--- config.mk ---
export PLATFORM = sky130hd
export DESIGN_NAME = memory_lsu_flat
export DESIGN_NICKNAME = d
export VERILOG_FILES = /design/src/rtl/memory_lsu_pkg.sv /design/src/rtl/memory_lsu_if.sv /design/src/rtl/memory_lsu_align.sv /design/src/rtl/memory_lsu.sv /design/src/flat_wrapper.sv
export SDC_FILE = /design/constraint.sdc
export NUM_CORES = 1
export LEC_CHECK = 0
export ABC_AREA = 1
export CORE_AREA = 3 3 140 142
export DETAILED_ROUTE_END_ITERATION = 10
export DIE_AREA = 0 0 143 145
export PLACE_DENSITY = 0.82
export SLEW_MARGIN = 0
export SYNTH_ARGS = -nofsm -noshare
export SYNTH_HDL_FRONTEND = slang
export SYNTH_SLANG_ARGS = --single-unit
--- constraint.sdc ---
create_clock -name clk -period 2.3 [get_ports clk]
set_clock_uncertainty 0.2 [all_clocks]
set_input_delay 0.345 -clock clk [delete_from_list [all_inputs] [get_ports clk]]
set_output_delay 0.345 -clock clk [all_outputs]
set_load 0.05 [all_outputs]
--- src/rtl/memory_lsu_pkg.sv ---
// Shared definitions for the memory/load-store stage.
//   - load/store size encodings (funct3 of the memory instruction)
//   - LSU bus FSM states
//   - writeback source select codes carried through the stage
package memory_lsu_pkg;

  localparam logic [2:0] SZ_B  = 3'b000;
  localparam logic [2:0] SZ_H  = 3'b001;
  localparam logic [2:0] SZ_W  = 3'b010;
  localparam logic [2:0] SZ_D  = 3'b011;
  localparam logic [2:0] SZ_BU = 3'b100;
  localparam logic [2:0] SZ_HU = 3'b101;
  localparam logic [2:0] SZ_WU = 3'b110;

  typedef enum logic [1:0] {
    LSU_IDLE = 2'd0,
    LSU_REQ  = 2'd1,
    LSU_WAIT = 2'd2
  } lsu_state_e;

  localparam logic [1:0] WB_ALU = 2'd0;
  localparam logic [1:0] WB_MEM = 2'd1;
  localparam logic [1:0] WB_PC4 = 2'd2;

endpackage

--- src/rtl/memory_lsu_if.sv ---
// Data-memory bus between the LSU (master) and memory (slave).
//   mem_req/mem_we/mem_addr/mem_be/mem_wdata : request, master -> slave
//   mem_ready                                : request accepted, slave -> master
//   mem_valid/mem_rdata                      : response, slave -> master
interface memory_lsu_if #(
  parameter int XLEN = 32
) ();
  localparam int NB = XLEN / 8;

  logic            mem_req;
  logic            mem_we;
  logic [XLEN-1:0] mem_addr;
  logic [NB-1:0]   mem_be;
  logic [XLEN-1:0] mem_wdata;
  logic            mem_ready;
  logic            mem_valid;
  logic [XLEN-1:0] mem_rdata;

  modport master (
    output mem_req, mem_we, mem_addr, mem_be, mem_wdata,
    input  mem_ready, mem_valid, mem_rdata
  );

  modport slave (
    input  mem_req, mem_we, mem_addr, mem_be, mem_wdata,
    output mem_ready, mem_valid, mem_rdata
  );
endinterface

--- src/rtl/memory_lsu_align.sv ---
// Combinational access alignment for the LSU.
//   ex_size_i/ex_off_i -> misalign_o : alignment check on the execute-stage access
//   size_i/off_i       -> be_o       : byte enables for the registered access
//   wdata_i            -> wdata_o    : store data replicated across all lanes
//   rdata_i            -> ldata_o    : selected load lanes, sign/zero extended
module lsu_align
  import memory_lsu_pkg::*;
#(
  parameter int XLEN = 32,
  parameter int NB   = XLEN / 8,
  parameter int OFFW = $clog2(NB)
) (
  input  logic [2:0]      ex_size_i,
  input  logic [OFFW-1:0] ex_off_i,
  output logic            misalign_o,
  input  logic [2:0]      size_i,
  input  logic [OFFW-1:0] off_i,
  input  logic [XLEN-1:0] wdata_i,
  input  logic [XLEN-1:0] rdata_i,
  output logic [NB-1:0]   be_o,
  output logic [XLEN-1:0] wdata_o,
  output logic [XLEN-1:0] ldata_o
);

  function automatic logic [XLEN-1:0] extend(input logic [XLEN-1:0] v,
                                             input logic [2:0]      size);
    logic signed [7:0]      b;
    logic signed [15:0]     h;
    logic signed [31:0]     w;
    logic        [XLEN-1:0] r;
    b = v[7:0];
    h = v[15:0];
    w = v[31:0];
    case (size)
      SZ_B:    r = XLEN'(b);
      SZ_H:    r = XLEN'(h);
      SZ_W:    r = XLEN'(w);
      SZ_BU:   r = XLEN'(v[7:0]);
      SZ_HU:   r = XLEN'(v[15:0]);
      SZ_WU:   r = XLEN'(v[31:0]);
      SZ_D:    r = v;
      default: r = '0;
    endcase
    return r;
  endfunction

  // Offset widened to 3 bits so the doubleword check is legal at XLEN=32.
  logic [2:0]      ex_off3;
  logic [XLEN-1:0] lane;

  assign ex_off3 = 3'(ex_off_i);

  // D and WU only exist on a 64-bit datapath; elsewhere they trap like misalignment.
  always_comb begin
    misalign_o = 1'b0;
    case (ex_size_i)
      SZ_B, SZ_BU: misalign_o = 1'b0;
      SZ_H, SZ_HU: misalign_o = ex_off3[0];
      SZ_W:        misalign_o = |ex_off3[1:0];
      SZ_WU:       misalign_o = (XLEN == 32) || (|ex_off3[1:0]);
      SZ_D:        misalign_o = (XLEN == 32) || (|ex_off3);
      default:     misalign_o = 1'b1;
    endcase
  end

  always_comb begin
    be_o = '0;
    case (size_i)
      SZ_B, SZ_BU: be_o = NB'(1) << off_i;
      SZ_H, SZ_HU: be_o = NB'(3) << off_i;
      SZ_W, SZ_WU: be_o = NB'(15) << off_i;
      SZ_D:        be_o = '1;
      default:     be_o = '0;
    endcase
  end

  // Replication lets memory pick the addressed lanes using be alone.
  always_comb begin
    wdata_o = wdata_i;
    case (size_i[1:0])
      2'b00:   wdata_o = {NB{wdata_i[7:0]}};
      2'b01:   wdata_o = {(NB/2){wdata_i[15:0]}};
      2'b10:   wdata_o = {(NB/4){wdata_i[31:0]}};
      default: wdata_o = wdata_i;
    endcase
  end

  assign lane    = rdata_i >> {off_i, 3'b000};
  assign ldata_o = extend(lane, size_i);

endmodule

--- src/rtl/memory_lsu.sv ---
// Memory pipeline stage with load/store unit.
// Registers execute-stage results into *_m outputs and runs a request/response
// FSM toward data memory, holding the stage (busy_m) while a transaction is open.
//   clk, rst_n            : clock, async active-low reset
//   *_e inputs            : execute-stage results and memory control
//   *_m outputs           : registered stage outputs for writeback/hazard unit
//   mem                   : data-memory bus (master side)
//   stall_m / busy_m      : hold from hazard unit / stage occupied by bus access
module memory_lsu
  import memory_lsu_pkg::*;
#(
  parameter int XLEN  = 32,
  parameter int REG_W = 5,
  parameter int NB    = XLEN / 8
) (
  input  logic             clk,
  input  logic             rst_n,
  input  logic             pc_write_e,
  input  logic             rd_write_e,
  input  logic [1:0]       rd_write_src_e,
  input  logic             mem_read_e,
  input  logic             mem_write_e,
  input  logic [2:0]       mem_size_e,
  input  logic [REG_W-1:0] rd_e,
  input  logic [XLEN-1:0]  pc_e,
  input  logic [XLEN-1:0]  alu_res_e,
  input  logic [XLEN-1:0]  mem_data_e,
  output logic             pc_write_m,
  output logic [XLEN-1:0]  pc_next_addr_m,
  output logic             rd_write_m,
  output logic [1:0]       rd_write_src_m,
  output logic [REG_W-1:0] rd_m,
  output logic [XLEN-1:0]  pc_m,
  output logic [XLEN-1:0]  alu_res_m,
  output logic [XLEN-1:0]  mem_read_data_m,
  output logic             misalign_m,
  memory_lsu_if.master     mem,
  input  logic             stall_m,
  output logic             busy_m
);

  localparam int OFFW = $clog2(NB);

  logic             pc_write_q;
  logic             rd_write_q;
  logic [1:0]       rd_write_src_q;
  logic [REG_W-1:0] rd_q;
  logic [XLEN-1:0]  pc_q;
  logic [XLEN-1:0]  alu_res_q;
  logic [XLEN-1:0]  mem_data_q;
  logic             mem_read_q;
  logic             mem_write_q;
  logic [2:0]       mem_size_q;
  logic             misalign_q;
  logic [XLEN-1:0]  rdata_q;
  lsu_state_e       state_q;
  lsu_state_e       state_d;

  logic             le;
  logic             ex_misalign;
  logic [NB-1:0]    be_al;
  logic [XLEN-1:0]  wdata_al;
  logic [XLEN-1:0]  ldata_al;

  lsu_align #(
    .XLEN (XLEN),
    .NB   (NB),
    .OFFW (OFFW)
  ) u_align (
    .ex_size_i  (mem_size_e),
    .ex_off_i   (alu_res_e[OFFW-1:0]),
    .misalign_o (ex_misalign),
    .size_i     (mem_size_q),
    .off_i      (alu_res_q[OFFW-1:0]),
    .wdata_i    (mem_data_q),
    .rdata_i    (mem.mem_rdata),
    .be_o       (be_al),
    .wdata_o    (wdata_al),
    .ldata_o    (ldata_al)
  );

  assign le = !stall_m && !busy_m;

  // Execute -> memory stage boundary
  always_ff @(posedge clk or negedge rst_n) begin
    if (!rst_n) begin
      pc_write_q     <= 1'b0;
      rd_write_q     <= 1'b0;
      rd_write_src_q <= '0;
      rd_q           <= '0;
      pc_q           <= '0;
      alu_res_q      <= '0;
      mem_data_q     <= '0;
      mem_read_q     <= 1'b0;
      mem_write_q    <= 1'b0;
      mem_size_q     <= '0;
      misalign_q     <= 1'b0;
    end else if (le) begin
      pc_write_q     <= pc_write_e;
      // A trapping load must not write its destination register.
      rd_write_q     <= rd_write_e && !(mem_read_e && ex_misalign);
      rd_write_src_q <= rd_write_src_e;
      rd_q           <= rd_e;
      pc_q           <= pc_e;
      alu_res_q      <= alu_res_e;
      mem_data_q     <= mem_data_e;
      mem_read_q     <= mem_read_e;
      mem_write_q    <= mem_write_e;
      mem_size_q     <= mem_size_e;
      misalign_q     <= ex_misalign;
    end
  end

  // Bus response -> load data register
  always_ff @(posedge clk or negedge rst_n) begin
    if (!rst_n) begin
      rdata_q <= '0;
    end else if (state_q == LSU_WAIT && mem.mem_valid && mem_read_q) begin
      rdata_q <= ldata_al;
    end
  end

  always_ff @(posedge clk or negedge rst_n) begin
    if (!rst_n) state_q <= LSU_IDLE;
    else        state_q <= state_d;
  end

  // A request is launched only on the capture edge, so a held instruction
  // cannot issue twice; mem_valid outside WAIT is ignored.
  always_comb begin
    state_d = state_q;
    case (state_q)
      LSU_IDLE: if (le && (mem_read_e || mem_write_e) && !ex_misalign) state_d = LSU_REQ;
      LSU_REQ:  if (mem.mem_ready) state_d = LSU_WAIT;
      LSU_WAIT: if (mem.mem_valid) state_d = LSU_IDLE;
      default:  state_d = LSU_IDLE;
    endcase
  end

  always_comb begin
    mem.mem_req = (state_q == LSU_REQ);
    mem.mem_we  = (state_q == LSU_REQ) && mem_write_q;
    mem.mem_be  = (state_q == LSU_REQ) ? be_al : '0;
    busy_m      = (state_q != LSU_IDLE);
  end

  assign mem.mem_addr  = {alu_res_q[XLEN-1:OFFW], OFFW'(0)};
  assign mem.mem_wdata = wdata_al;

  assign pc_write_m      = pc_write_q;
  assign pc_next_addr_m  = alu_res_q;
  assign rd_write_m      = rd_write_q;
  assign rd_write_src_m  = rd_write_src_q;
  assign rd_m            = rd_q;
  assign pc_m            = pc_q;
  assign alu_res_m       = alu_res_q;
  assign mem_read_data_m = rdata_q;
  assign misalign_m      = misalign_q;

endmodule

--- src/flat_wrapper.sv ---
// flat-port wrapper written by rule: the top's interface ports become plain ports
module memory_lsu_flat import memory_lsu_pkg::*;
#(
  parameter int XLEN  = 32,
  parameter int REG_W = 5,
  parameter int NB    = XLEN / 8
)
  (clk, rst_n, pc_write_e, rd_write_e, rd_write_src_e, mem_read_e, mem_write_e, mem_size_e, rd_e, pc_e, alu_res_e, mem_data_e, pc_write_m, pc_next_addr_m, rd_write_m, rd_write_src_m, rd_m, pc_m, alu_res_m, mem_read_data_m, misalign_m, stall_m, busy_m, mem_mem_req, mem_mem_we, mem_mem_addr, mem_mem_be, mem_mem_wdata, mem_mem_ready, mem_mem_valid, mem_mem_rdata);
  memory_lsu_if #(.XLEN(XLEN)) mem_i ();
  input  logic clk;
  input  logic rst_n;
  input  logic pc_write_e;
  input  logic rd_write_e;
  input  logic [1:0] rd_write_src_e;
  input  logic mem_read_e;
  input  logic mem_write_e;
  input  logic [2:0] mem_size_e;
  input  logic [REG_W-1:0] rd_e;
  input  logic [XLEN-1:0] pc_e;
  input  logic [XLEN-1:0] alu_res_e;
  input  logic [XLEN-1:0] mem_data_e;
  output logic pc_write_m;
  output logic [XLEN-1:0] pc_next_addr_m;
  output logic rd_write_m;
  output logic [1:0] rd_write_src_m;
  output logic [REG_W-1:0] rd_m;
  output logic [XLEN-1:0] pc_m;
  output logic [XLEN-1:0] alu_res_m;
  output logic [XLEN-1:0] mem_read_data_m;
  output logic misalign_m;
  input  logic stall_m;
  output logic busy_m;
  output wire logic [$bits(mem_i.mem_req)-1:0] mem_mem_req;
  output wire logic [$bits(mem_i.mem_we)-1:0] mem_mem_we;
  output wire logic [$bits(mem_i.mem_addr)-1:0] mem_mem_addr;
  output wire logic [$bits(mem_i.mem_be)-1:0] mem_mem_be;
  output wire logic [$bits(mem_i.mem_wdata)-1:0] mem_mem_wdata;
  input wire logic [$bits(mem_i.mem_ready)-1:0] mem_mem_ready;
  input wire logic [$bits(mem_i.mem_valid)-1:0] mem_mem_valid;
  input wire logic [$bits(mem_i.mem_rdata)-1:0] mem_mem_rdata;
  assign mem_mem_req = mem_i.mem_req;
  assign mem_mem_we = mem_i.mem_we;
  assign mem_mem_addr = mem_i.mem_addr;
  assign mem_mem_be = mem_i.mem_be;
  assign mem_mem_wdata = mem_i.mem_wdata;
  assign mem_i.mem_ready = mem_mem_ready;
  assign mem_i.mem_valid = mem_mem_valid;
  assign mem_i.mem_rdata = mem_mem_rdata;
  memory_lsu #(.XLEN(XLEN), .REG_W(REG_W), .NB(NB)) u_core (.clk(clk), .rst_n(rst_n), .pc_write_e(pc_write_e), .rd_write_e(rd_write_e), .rd_write_src_e(rd_write_src_e), .mem_read_e(mem_read_e), .mem_write_e(mem_write_e), .mem_size_e(mem_size_e), .rd_e(rd_e), .pc_e(pc_e), .alu_res_e(alu_res_e), .mem_data_e(mem_data_e), .pc_write_m(pc_write_m), .pc_next_addr_m(pc_next_addr_m), .rd_write_m(rd_write_m), .rd_write_src_m(rd_write_src_m), .rd_m(rd_m), .pc_m(pc_m), .alu_res_m(alu_res_m), .mem_read_data_m(mem_read_data_m), .misalign_m(misalign_m), .mem(mem_i), .stall_m(stall_m), .busy_m(busy_m));
endmodule
==> metrics.yaml, run 1 <==
outcome: "finished, violations left"
violations: "negative setup slack"
p_comb_frac: 0.625
hold_violations: 0
pre_cts_ws_ps: 163
fin_crit_sh: 1.06
drt-pass1-iter-count: 6
layout_commonest_cell: "nand2_1"
drt-initial-drc-count: 444
hp-class: "in -> async"
clock_sinks: 145
fmax_ghz: 0.412
via_count: 7245
fin_crit_ps: 2430
cp_max_fo: 12
grt_pass1_vias: 7432
p_leak_nw: 5.82
wirelength_mm: 25.4
place.gp.congestion: 0.869
final_cell_mix: "456 x nand2_1, 311 x clkdlybuf4s50_1, 144 x dfrtp_1"
area_growth_pct: 64.9
postSynthCellCount: 945
ir_drop_mv: 1.03
critPathCaptureType: "primary output"
p_per_area_mw_per_mm2: 1550
ff2ff_setup_slack_ps: 170
cts_max_level: 4
nets: 1385
fin_area_mm2: 0.0121
setup_ws_ps: -130
die_area_mm2: 0.0207
globalRouteOverflowTotal: 0
r2r_start: "u_core.mem_size_q[0]"
dieWidth_um: 143
synth_top_area_cell: "dfrtp_1"
yosysSeqAreaShare: 0.494
diodes: 0
placed_cell_area_mm2: 0.0109
multi_input_area_mm2: 0.00313
grt_pass1_wl_mm: 39.1
synth_top_area_frac: 0.494
crit_type: "reg -> out"
arrival_ps: 1890
core_mm2: 0.0186
cts_made_buffers: 17
maxSlewViolCount: 0
ys_ff_latch: 145
grt_start_max_net_pins: 65
cts_tree: "done"
ant_nets: 0
ioPinCount: 356
worstSetupStartpoint: "u_core.mem_size_q[0]"
power_switching_w: 0.00935
groute.usage.overall: 0.238
synthTopCellsByArea: "dfrtp_1 49%, nand2_1 24%, buf_4 8.5%, o21ai_0 3.6%, nand3_1 3.2%"
ys_types: 26
yosys_warnings: 0
cts-root-buf: "clkbuf_16"
ff_latch_area_mm2: 0.00363
port_buffers: 353
path_clk_slew_ps: 60
nFillCells: 1441
synth.avg_cell_area_um2: 7.77
num_rows: 50
cp.required_ps: 1750
intPower_w: 0.00936
setup_viol: 26
drive_above_1_share: 0.157
tightest_slew_ps: 582
remaining_drc_errors: 0
synth.cell_area_mm2: 0.00734
wire_per_inst_um: 17.2
dp_hpwl_mm: 18.2
timing.hold.ws_ps: 198
start_kind: "flip-flop"
initial_utilization: 0.395
clk_latency_ps: 420
power_switching_share: 0.500
seqPwrFrac: 0.215
clkPwrFrac: 0.160
vias_per_cell: 4.90
rsz0062_at_grt: "yes"
drv_cap: 0
grt_antenna_before_repair: 0
max_slew_margin: 0.611
die_h_um: 145
p_total_w: 0.0187
clk_path_buf_depth: 2
-- layer usage --
| metal | track usage | routed length, um | up-vias |
|---|---|---|---|
| li1 | - | - | 3441 |
| met3 | 0.0745 | 2400 | 54 |
| met4 | 0.0908 | 725 | 0 |
| met5 | 0 | 0 | - |
| met1 | 0.279 | 9500 | 3390 |
| met2 | 0.405 | 12800 | 360 |
-- power groups by stage --
stage                     logic, W  registers (W)  clock network, W
after floorplan            0.00486        0.00615                 0
after global placement      0.0106        0.00400                 0
after detailed placement    0.0108        0.00402                 0
after CTS                   0.0115        0.00400           0.00304
after global routing        0.0122        0.00413           0.00317
final                       0.0117        0.00402           0.00299
-- Yosys cell counts, drive strengths merged --
master	number
a21oi	4
inv	45
ha	5
nand2	480
a31oi	1
o22ai	8
conb	1
buf	112
clkbuf	7
nand3	53
dfrtp	145
o21ai	61
nor3	1
nor2	14
nand4	8
-- final timing paths --
kind,to,depth (start not counted)
setup / recovery,mem_mem_wdata[19],9
hold / removal,u_core.alu_res_m[25],2
setup reg to reg,u_core.mem_read_data_m[12],11
hold reg to reg,u_core.pc_write_m,2
max in group asynchronous,u_core.mem_size_q[0],3
min in group clk,u_core.pc_m[24],3
-- state kept, by name, summed over array words and instances (netlist names) --
signal,flops
u_core.mem_write_q,1
u_core.rd_m,5
u_core.alu_res_m,32
u_core.pc_write_m,1
u_core.mem_data_q,32
u_core.mem_read_data_m,32
u_core.state_q,2
u_core.misalign_m,1
u_core.pc_m,32
u_core.mem_size_q,3
u_core.mem_read_q,1
u_core.rd_write_m,1
u_core.rd_write_src_m,2
-- cells by family after synthesis --
group | share of synthesized area
DFF | 0.494
and+or+nand+nor | 0.307
adders and majority gates | 0.00852
other | 0.000511
buffers and inverters | 0.138
AOI/OAI and AO/OA | 0.0525
-- metrics by stage --
| stage | cells | util | TNS, ps |
|---|---|---|---|
| 2_1_floorplan | 946 | - | -1650 |
| 3_3_place_gp | 1432 | 0.585 | 0 |
| 3_5_place_dp | 1432 | 0.585 | 0 |
| 4_1_cts | 1474 | 0.641 | -2090 |
| 5_1_grt | 1479 | 0.651 | -4190 |
| 6_report | 1479 | 0.651 | -2070 |
-- area by class of cell --
cell class | instances | share of cell area
clock inverter | 14 | 0.0166
sequential | 145 | 0.300
tap | 234 | 0.0242
inverter | 45 | 0.0150
clock buffer | 17 | 0.0351
timing repair buffer | 387 | 0.351
multi-input combinational | 637 | 0.259
-- repair_timing --
item,4_1_cts,5_1_grt
hold buffers,1,0
pin swaps,13,7
cloned,2,0
hold endpoints to repair,34,0
endpoints found under the setup margin,27,31
gates resized for setup,78,41
setup buffers,8,6
-- critical path: stages, from the launching register on --
cell,delay (ps)
dfrtp_2,440
inv_2,100
ha_4,160
inv_6,50
nand2_4,70
inv_4,40
buf_12,110
buf_16,150
o21ai_2,170
buf_12,160
Power figures use the tool's default switching activity.
==> run 2, diff against run 1 <==
--- a/config.mk
+++ b/config.mk
@@ -14,3 +14,4 @@
 export SYNTH_ARGS = -nofsm -noshare
 export SYNTH_HDL_FRONTEND = slang
 export SYNTH_SLANG_ARGS = --single-unit
+export TNS_END_PERCENT = 1
==> run 2 against run 1 <==
The run still ends with negative setup slack left. Power fell by 3.3%. Core utilization fell by 1.5 points. Final cell count fell by 0.34%. Maximum frequency rose by 2.2%. Critical path depth rose by 1.
==> metrics.yaml, run 2 (synthesized netlist as in run 1, its figures left out) <==
outcome: "finished, violations left"
violations: "negative setup slack"
fin_crit_ps: 2380  # -52.2 ps
grt_pass1_vias: 7078  # -4.8%
dp.cells: 1436  # +0.28%
clk_path_buf_depth: 2  # unchanged
fin_cells: 1474  # -0.34%
wirelength_mm: 25.1  # -1.2%
clkPwrFrac: 0.155  # -0.005
pre_cts_ws_ps: 174  # +10.8 ps
cp_max_fo: 6  # -6
p_leak_nw: 5.72  # -1.7%
intPower_w: 0.00890  # -4.8%
drt-pass1-iter-count: 4  # -2
grt_antenna_before_repair: 0  # unchanged
worst-r2r-cell-count: 8  # -3
fin_crit_sh: 1.03  # -0.0227
arrival_ps: 1830  # -60 ps
via_count: 7200  # -0.62%
crit_type: "reg -> out"
die_area_mm2: 0.0207  # unchanged
crit_family: "buffers and inverters"
p_per_area_mw_per_mm2: 1530  # -1.0%
diodes: 0  # unchanged
critPathCaptureType: "primary output"
cts_max_level: 4  # unchanged
cts_made_buffers: 17  # unchanged
setup_ws_ps: -77.9  # +52.2 ps
fmax_ghz: 0.421  # +2.2%
initial_utilization: 0.395  # unchanged
layout_commonest_cell: "nand2_1"
dp_hpwl_mm: 18.1  # -0.15%
grt_pass1_wl_mm: 38.8  # -0.88%
remaining_drc_errors: 0  # unchanged
start_kind: "flip-flop"
wire_per_inst_um: 17.0  # -0.89%
power_switching_share: 0.508  # +0.00818
p_total_w: 0.0181  # -3.3%
drt-initial-drc-count: 426  # -4.1%
clk_latency_ps: 410  # about the same
num_rows: 50  # unchanged
final_cell_mix: "467 x nand2_1, 315 x clkdlybuf4s50_1, 145 x dfrtp_1"
rr_endpoint: "u_core.mem_read_data_m[10]"
hp-class: "in -> async"
port_buffers: 353  # unchanged
tightest_slew_ps: 609  # +26.6 ps
cts-root-buf: "clkbuf_16"
drv_cap: 0  # unchanged
maxSlewViolCount: 0  # unchanged
dieWidth_um: 143  # unchanged
ant_nets: 0  # unchanged
slowest_stage: "dfrtp_1"
worstPathCellList: "inv_2 > ha_4 > inv_4 > nand2_4 > inv_6 > buf_6 > buf_16 > nand2_1 > nand2_2 > buf_12"
seqPwrFrac: 0.221  # +0.006
ff2ff_setup_slack_ps: 360  # +190 ps
timing.hold.ws_ps: 222  # +23.8 ps
path_buf_inv: 6  # unchanged
ir_drop_mv: 1.05  # +1.6%
place.gp.congestion: 0.916  # +5.3%
r2r_start: "u_core.mem_size_q[1]"
die_h_um: 145  # unchanged
core_mm2: 0.0186  # unchanged
drive_above_1_share: 0.132  # -0.0252
rsz0062_at_grt: "yes"
hold_violations: 0  # unchanged
setup_viol: 23  # -12%
power_switching_w: 0.00919  # -1.7%
groute.usage.overall: 0.238  # -0.000483
nets: 1379  # -0.43%
grt_start_max_net_pins: 57  # -12%
area_growth_pct: 61.2
path_clk_slew_ps: 60  # about the same
cp.required_ps: 1750  # about the same
slowest_delay_ps: 420  # -20 ps
clock_sinks: 145  # unchanged
ioPinCount: 356  # unchanged
globalRouteOverflowTotal: 0  # unchanged
max_slew_margin: 0.593  # -0.0178
vias_per_cell: 4.88  # -0.28%
cts_tree: "done"
p_comb_frac: 0.624  # about the same
## run 2: changes by cell type in the layout (fill, tap and decap cells not counted), sizes merged
| cell | delta |
|---|---|
| dlymetal6s2s | -3 |
| clkinv | +2 |
| clkinvlp | -1 |
| inv | +3 |
| dlygate4sd2 | +1 |
| clkdlybuf4s50 | +4 |
| bufinv | -3 |
| buf | -8 |
## run 2: worst reg2reg max path: stages (launching register included)
cell	delay [ps]
dfrtp_1	400
buf_4	150
ha_1	220
nand2_2	200
nand3_1	310
nand3_1	160
nand2_1	60
nand2_1	80
nand2_1	60
## run 2: layout make-up
cell class	instances	area (um^2)
fill	1543	6750
clock buffer	17	425
timing repair buffer	381	4200
sequential	145	3630
clock inverter	15	164
multi-input combinational	637	2940
inverter	45	179
tap	234	293
## run 2: how the worst max path moves through the flow
| stage | endpoint | slack (ps) | start | cells after the start |
|---|---|---|---|---|
| floorplan | mem_mem_wdata[16] | -180 | u_core.mem_size_q[0] | 7 |
| global placement | mem_mem_wdata[8] | 230 | u_core.mem_size_q[0] | 8 |
| detailed placement | mem_mem_wdata[8] | 170 | u_core.mem_size_q[1] | 8 |
| CTS | mem_mem_wdata[17] | -90 | u_core.mem_size_q[1] | 9 |
| global route | mem_mem_wdata[26] | -160 | u_core.mem_size_q[1] | 10 |
| finish | mem_mem_wdata[30] | -80 | u_core.mem_size_q[0] | 10 |
## run 2: layer usage
metal  wire [um]  global-route usage
met5           0                   0
met4         525              0.0661
met3        2610              0.0831
met2       12300               0.395
met1        9680               0.292
## run 2: what timing repair did
action | in CTS | in global routing
gates cloned | 2 | 0
pin swaps | 4 | 2
endpoints found under the hold margin | 36 | 0
setup buffers | 3 | 0
setup endpoints to repair | 27 | 31
hold buffers | 1 | 0
resized for setup | 65 | 10
## run 2: power groups by stage
stage | sequential, W | combinational, W | clock, W
4_1_cts | 0.00400 | 0.0113 | 0.00284
3_5_place_dp | 0.00402 | 0.0107 | 0
5_1_grt | 0.00412 | 0.0118 | 0.00297
3_3_place_gp | 0.00400 | 0.0106 | 0
2_1_floorplan | 0.00615 | 0.00484 | 0
6_report | 0.00401 | 0.0113 | 0.00280
## run 2: per-stage QoR
step / TNS [ps] / util / area [um^2]
detailed placement: 0 / 0.588 / 10900
floorplan: -2010 / - / 7360
global placement: 0 / 0.588 / 10900
global route: -3270 / 0.637 / 11800
CTS: -1170 / 0.636 / 11800
finish: -924 / 0.637 / 11800
